**src/rtl/shift_sequencer.sv**
```systemverilog
// Multi-cycle right shifter: moves the operand at most STEP bit positions per
// clock, filling with zeros (logical) or with the sign bit (arithmetic).
module shift_sequencer #(
  parameter int DATA_WIDTH = 20,
  parameter int STEP       = 4
) (
  input  logic                  clk,
  input  logic                  rst,
  input  logic                  start,
  input  logic [DATA_WIDTH-1:0] data_in,
  input  logic [DATA_WIDTH-1:0] shift_amount,
  input  logic                  arith,
  output logic                  busy,
  output logic                  done,
  output logic [DATA_WIDTH-1:0] data_out
);

  localparam int RW       = $clog2(DATA_WIDTH + 1);
  localparam int STEP_EFF = (STEP < DATA_WIDTH) ? STEP : DATA_WIDTH;
  localparam logic [RW-1:0] REM_FULL = RW'(DATA_WIDTH);
  localparam logic [RW-1:0] REM_STEP = RW'(STEP_EFF);

  typedef enum logic [1:0] {IDLE, SHIFT, DONE} state_t;

  state_t                state, state_next;
  logic [DATA_WIDTH-1:0] work, work_next;
  logic                  fill, fill_next;
  logic [RW-1:0]         remaining, remaining_next;

  logic [RW-1:0]         load_amount;
  logic [RW-1:0]         step_k;
  logic [DATA_WIDTH-1:0] work_shifted;

  // Counts of DATA_WIDTH or more all collapse to a full-width shift.
  assign load_amount = (shift_amount >= DATA_WIDTH'(DATA_WIDTH)) ? REM_FULL
                                                                 : shift_amount[RW-1:0];
  assign step_k      = (remaining < REM_STEP) ? remaining : REM_STEP;
  // Inverting around a logical shift turns the zero fill into a ones fill.
  assign work_shifted = fill ? ~(~work >> step_k) : (work >> step_k);

  // NOTE: every variable gets a default first so no path leaves it unassigned,
  // which would otherwise infer a latch.
  always_comb begin
    state_next     = state;
    work_next      = work;
    fill_next      = fill;
    remaining_next = remaining;
    case (state)
      IDLE, DONE: begin
        if (start) begin
          work_next      = data_in;
          fill_next      = arith & data_in[DATA_WIDTH-1];
          remaining_next = load_amount;
          state_next     = (load_amount != '0) ? SHIFT : DONE;
        end else if (state == DONE) begin
          state_next = IDLE;
        end
      end
      SHIFT: begin
        work_next      = work_shifted;
        remaining_next = remaining - step_k;
        if (remaining_next == '0) state_next = DONE;
      end
      default: state_next = IDLE;
    endcase
  end

  // NOTE: sequential state uses non-blocking assignments so every register
  // samples its pre-edge inputs regardless of statement order.
  always_ff @(posedge clk or posedge rst) begin
    if (rst) begin
      state     <= IDLE;
      work      <= '0;
      fill      <= 1'b0;
      remaining <= '0;
    end else begin
      state     <= state_next;
      work      <= work_next;
      fill      <= fill_next;
      remaining <= remaining_next;
    end
  end

  assign busy     = (state == SHIFT);
  assign done     = (state == DONE);
  assign data_out = work;

endmodule

```
**config.mk**
```make
export PLATFORM = sky130hd
export DESIGN_NAME = shift_sequencer
export DESIGN_NICKNAME = d
export VERILOG_FILES = /design/src/rtl/shift_sequencer.sv
export SDC_FILE = /design/constraint.sdc
export NUM_CORES = 1
export LEC_CHECK = 0
export BUFFER_PORTS_ARGS = -buffer_cell sky130_fd_sc_hd__buf_2
export CAP_MARGIN = 10
export CORE_ASPECT_RATIO = 1.5
export CORE_UTILIZATION = 40
export CTS_BUF_LIST = sky130_fd_sc_hd__clkbuf_4 sky130_fd_sc_hd__clkbuf_8
export CTS_CLUSTER_DIAMETER = 60
export CTS_CLUSTER_SIZE = 30
export DETAILED_ROUTE_END_ITERATION = 6
export GPL_ROUTABILITY_DRIVEN = 1
export PLACE_DENSITY = 0.65
export SETUP_SLACK_MARGIN = 0.02
export SLEW_MARGIN = 10
export SYNTH_ARGS = -nofsm -noshare
export SYNTH_HDL_FRONTEND = slang
export SYNTH_SLANG_ARGS = --single-unit
```
**constraint.sdc**
```tcl
create_clock -name clk -period 2.4 [get_ports clk]
set_input_delay 0.12 -clock clk [delete_from_list [all_inputs] [get_ports clk]]
set_output_delay 0.12 -clock clk [all_outputs]
set_load 0.01 [all_outputs]
```
==> metrics.txt, run 1 <==
outcome complete, no violations; worst path required time 2.58 ns; Post-route DRC 0; first-pass GRT wire length 9760 um; Reg clk slew, reported paths 0.10 ns; starting density of the core 42.3%; net switching power 0.00164 W; routed vias 2135; Crit path arrival time 2.09 ns; register area share after synthesis 33.6%; Startpoint Class register; Seq pwr share 31.4%; ant diodes 0; Final ANT Viol Nets 0; ys async rst share 100%; initial antenna violation count 0; Pwr Total 0.00347 W; Filler Cells Inserted 514; cts bufs inserted 3; Crit. End Element register; Syn Nets 288; YS warnings 0; Hold WC Path Type in -> reg; Max VDD drop 0.456 mV; count leader, synth nand2_1; Setup CP Type reg -> reg; IO Pins 66; Die X 61.0 um; CORE AREA 4930 sq um; Post-synth EDFFs 0; H-tree levels 1; synthesized area 2090 sq um; nets 349; Slew Viols, Final 0; PD cells 1380 nW/um^2; f_max 522 MHz; CTS root buf clkbuf_8; largest net degree at the start of global routing 29; Yosys reg bits 28; DR WL/cell 16.2 um; gp weighted congestion 0.832; CP Max Fanout 10; max cap viols 0; DRT Wirelength 5990 um; post-synth top area share 33.6%; setup_tns 0 ns; Max-Slew Margin vs Limit 47.6%; clock tree sinks 28; P_int 0.00183 W; area grow syn2layout 20.8%; Mapped Cells 243; Comb power frac 59.6%; Static Leak 1.08 nW; clock skew 0.00407 ns; Area contributors post-synth dfrtp_1 (34%), mux2i_1 (8.6%), nand2_1 (7.7%); switch share 47.2%; Rows 31; share of cells above drive strength 1 35.3%; remaining global-route overflow 0; dpl hpwl 4380 um; final hold violations 0; Netlist cell types 46; prevailing post-synth register cell dfrtp_1; Final Cycle Share 79.8%; CTS tree yes; area leader, netlist dfrtp_1; TritonRoute pass-1 iters 4; r2r worst-path depth 5; WHS Path Cells 3; Initial DRC Count 119; final setup fails 0; Mean Syn Cell Area 8.58 sq um; worst slew pin tran 0.786 ns; vias per inst 5.79; Overall Global Routing Usage 23.2%; final hold slack 0.0791 ns; Die Area 5510 sq um; Post-synth top cells nand2_1 (43), dfrtp_1 (28), nor3_1 (19); chip height 90.4 um; RSZ-0062 raised after global routing no; Hold Buf Count CTS 1; Post-CTS Setup Bufs 0; clk_lat worst skew 0.29 ns; Bufs on Longest Clock Path 2; vias in the first global route 2098; Resize count post-CTS 0; IO buf count 65; clock share of power 9.0%; Final min period 1.92 ns
[critical path, cell delays in order (launching register included)]
cell	delay [ns]
dfrtp_1	0.50
nor4b_4	0.40
buf_4	0.28
mux2i_1	0.25
a21oi_1	0.09
a311o_1	0.28
[per-layer routing]
metal | global-route usage (%) | share of wire (%) | vias up | wire length, um
met4 | 7.95 | 1.5 | 0 | 87
li1 | - | - | 1028 | -
met5 | 0 | 0 | - | 0
met1 | 25.4 | 40 | 1032 | 2380
met2 | 43.5 | 55 | 69 | 3310
met3 | 2.44 | 3.6 | 6 | 215
[layout by cell type, fill, tap and decap left out, types with 2 or more instances in the layout]
cell	synthesis	layout
inv_1	6	6
buf_4	1	12
nor3_2	2	2
and3_1	2	2
o21ai_0	10	10
nor4_1	3	3
nor3_4	2	2
nand2b_1	2	2
nand2_1	43	43
nor2_1	9	9
nor3_1	19	19
nand3_1	8	8
dfrtp_1	28	28
clkbuf_8	0	4
o31ai_1	2	2
a21oi_1	8	8
buf_2	12	65
a31oi_1	5	5
a221oi_1	12	12
a21o_1	2	2
mux2i_1	18	18
mux2_2	5	5
a31o_2	14	14
[power by group through the flow]
| stage | clock network (W) | logic [W] | registers, W |
|---|---|---|---|
| 2_1_floorplan | 0 | 0.00152 | 0.00102 |
| 3_3_place_gp | 0 | 0.00205 | 0.00109 |
| 3_5_place_dp | 0 | 0.00206 | 0.00109 |
| 4_1_cts | 0.000312 | 0.00207 | 0.00108 |
| 5_1_grt | 0.000325 | 0.00230 | 0.00113 |
| 6_report | 0.000311 | 0.00207 | 0.00109 |
[state kept, by name, indices dropped and copies added, names as in the netlist, named ones only]
name and cells:
data_out 18, state 2, fill 1, remaining 5
[cell type report]
class                           count  area, sq um  share of cell area, %
Multi-Input combinational cell    187         1230                   48.9
Sequential cell                    28          701                   27.8
Timing Repair Buffer               78          425                   16.9
Inverter                            6         22.5                  0.894
Tap cell                           66         82.6                   3.28
Clock buffer                        4         55.1                   2.19
[metrics by stage]
| step | cells | cell area [sq um] | utilization [%] | setup WS (ns) |
|---|---|---|---|---|
| after floorplan | 243 | 2090 | - | 0.532 |
| after global placement | 364 | 2450 | 49.8 | 0.522 |
| after detailed placement | 364 | 2450 | 49.8 | 0.506 |
| after CTS | 369 | 2520 | 51.1 | 0.479 |
| after global routing | 369 | 2520 | 51.1 | 0.337 |
| final | 369 | 2520 | 51.1 | 0.485 |
[cell families after synthesis]
family                     share of synthesized area, %
buffers and inverters                              7.44
other                                             0.180
AOI/OAI and AO/OA                                  23.3
adders and majority gates                         0.600
and+or+nand+nor                                    23.6
DFF                                                33.6
muxes                                              11.3
[path summary, 6_finish.rpt]
check / endpoint / startpoint / slack, ns
max: data_out[15] / remaining[4] / 0.48
min: fill / arith / 0.08
max reg2reg: data_out[15] / remaining[4] / 0.48
min reg2reg: register / register / 0.51
max in group asynchronous: data_out[4] / rst / 1.69
min in group asynchronous: state[0] / rst / 0.43
Note: power is estimated with default switching activity, not from simulation.
==> inputs of run 2 (changes only) <==
--- a/config.mk
+++ b/config.mk
@@ -14,7 +14,7 @@
 export CTS_CLUSTER_SIZE = 30
 export DETAILED_ROUTE_END_ITERATION = 6
 export GPL_ROUTABILITY_DRIVEN = 1
-export PLACE_DENSITY = 0.65
+export PLACE_DENSITY = 0.68
 export SETUP_SLACK_MARGIN = 0.02
 export SLEW_MARGIN = 10
 export SYNTH_ARGS = -nofsm -noshare
==> constraint.sdc (replaced) <==
create_clock -name clk -period 1.59 [get_ports clk]
set_input_delay 0.0795 -clock clk [delete_from_list [all_inputs] [get_ports clk]]
set_output_delay 0.0795 -clock clk [all_outputs]
set_load 0.01 [all_outputs]
==> run 2 against run 1 <==
  * The run now ends with setup timing left
  * Sequential power increased by 56%
  * Fmax increased by 11%
  * Register-to-register slack got worse by 0.61 ns
  * Worst setup slack got worse by 0.61 ns
  * Sequential share of layout area decreased by 5.8 points
  * Critical path depth increased by 2
  * Power increased by 100%
  * Core utilization increased by 14 points
  * First-iteration DRC count increased by 55%
  * Routed wire length increased by 17%
  * Design area increased by 27%
  * Die area unchanged
  * Critical path type unchanged
==> metrics.txt, run 2 (synthesis gave the netlist of run 1 again) <==
outcome finished, violations left; violated checks setup timing; Die Area 5510 sq um (unchanged); reg-to-reg setup timing slack -0.13 ns (-0.61 ns); H-tree levels 1 (unchanged); Die X 61.0 um (unchanged); largest net degree at the start of global routing 42 (+45%); Initial DRC Count 184 (+55%); Setup CP Type reg -> reg; DR WL/cell 17.5 um (+8.0%); Critical Path Start remaining[4]; Reg clk slew, reported paths 0.10 ns (about the same); starting density of the core 42.3% (unchanged); chip height 90.4 um (unchanged); gp weighted congestion 0.846 (+1.6%); commonest cells after routing, fill and taps aside buf_2 (65), nand2_1 (42), dfrtp_1 (26); worst setup margin -0.129 ns (-0.614 ns); final hold violations 0 (unchanged); Rows 31 (unchanged); TritonRoute pass-1 iters 4 (unchanged); nets 379 (+8.6%); share of cells above drive strength 1 52.3% (+17 points); final setup fails 24 (+24); Bufs on Longest Clock Path 2 (unchanged); max cap viols 0 (unchanged); routed vias 2423 (+13%); CTS tree yes; CP peak stage delay 0.45 ns (-0.05 ns); Static Leak 1.36 nW (+26%); PD cells 2180 nW/um^2 (+59%); f_max 582 MHz (+11%); CORE AREA 4930 sq um (unchanged); commonest non-fill, non-tap cell in the layout buf_2; RSZ-0062 raised after global routing yes; Final Instance Area 3190 sq um (+27%); Final ANT Viol Nets 0 (unchanged); Setup WS pre-CTS -0.151 ns (-0.658 ns); slowest stage cell, crit path dfrtp_2; first-pass GRT wire length 9960 um (+2.1%); clock tree sinks 28 (unchanged); Final min period 1.72 ns (-0.196 ns); Post-route DRC 0 (unchanged); Pwr Total 0.00697 W (+100%); final hold slack 0.0195 ns (-0.0596 ns); ant diodes 0 (unchanged); CP Cell Sequence buf_6 > nor3_4 > buf_6 > buf_12 > nor3_1 > a31o_2 > a221oi_1; remaining global-route overflow 0 (unchanged); clock skew 0.00315 ns (-0.000917 ns); most frequent CP cell buf_6; Crit path arrival time 1.89 ns (-0.20 ns); min-delay src arith; post-layout util 64.8% (+14 points); clk_lat worst skew 0.28 ns (about the same); CTS root buf clkbuf_8; vias in the first global route 2217 (+5.7%); Largest register FFs 18 (unchanged); Startpoint Class register; area grow syn2layout 53.0%; Slew Viols, Final 0 (unchanged); vias per inst 6.07 (+5.0%); r2r startpoint remaining[4]; Crit. End Element register; Overall Global Routing Usage 23.6% (+0.47 points); dpl hpwl 4460 um (+1.9%); IO Pins 66 (unchanged); Max VDD drop 0.911 mV (+100%); Final Cycle Share 108% (+28 points); CP Max Fanout 6 (-4); IO buf count 65 (unchanged); Hold WC Path Type in -> reg; initial antenna violation count 0 (unchanged); Cell Area, Placed 2670 sq um (+8.9%); DRT Wirelength 7000 um (+17%); worst path required time 1.77 ns (-0.81 ns); cts bufs inserted 3 (unchanged)
-- run 2: final timing paths --
kind,to,depth (start not counted)
setup / recovery,data_out[8],7
hold / removal,fill,3
setup reg to reg,data_out[8],7
hold reg to reg,register,1
max in group asynchronous,remaining[3],4
min in group asynchronous,state[1],4
-- run 2: area by class of cell --
cell class                 instances  area, sq um
multi-input combinational        187         1500
clock inverter                     1         30.0
sequential                        28          703
clock buffer                       3         41.3
tap                               66         82.6
timing repair buffer             108          810
fill                             421         1730
inverter                           6         22.5
-- run 2: routing by layer --
layer,track usage (%),routed length (um)
met1,24.5,2490
met4,7.77,207
met2,46.1,3880
met3,2.29,417
met5,0,0
-- run 2: repair_timing --
| action | 4_1_cts | 5_1_grt |
|---|---|---|
| setup buffers | 2 | 6 |
| setup endpoints to repair | 23 | 25 |
| hold buffers | 1 | 0 |
| gates resized for setup | 31 | 36 |
| gates cloned | 0 | 3 |
| pin swaps | 7 | 13 |
| endpoints found under the hold margin | 28 | 0 |
-- run 2: critical path: cells and delay by family (launching register included) --
family / cells / cell delay [ns]
simple gates: 2 / 0.27
buf+inv: 3 / 0.39
flops: 1 / 0.45
compound gates: 2 / 0.48
-- run 2: power by group --
part / total [W] / internal, W / switching (W)
logic: 0.00469 / 0.00242 / 0.00227
registers: 0.00170 / 0.00108 / 0.000618
clock network: 0.000586 / 0.000338 / 0.000248
total: 0.00697 / 0.00384 / 0.00313
-- run 2: metrics by stage --
stage          TNS, ns  cells
3_3_place_gp     -1.43    383
5_1_grt          -3.58    399
3_5_place_dp     -2.14    383
2_1_floorplan   -0.303    243
4_1_cts         -0.711    390
6_report         -1.74    399
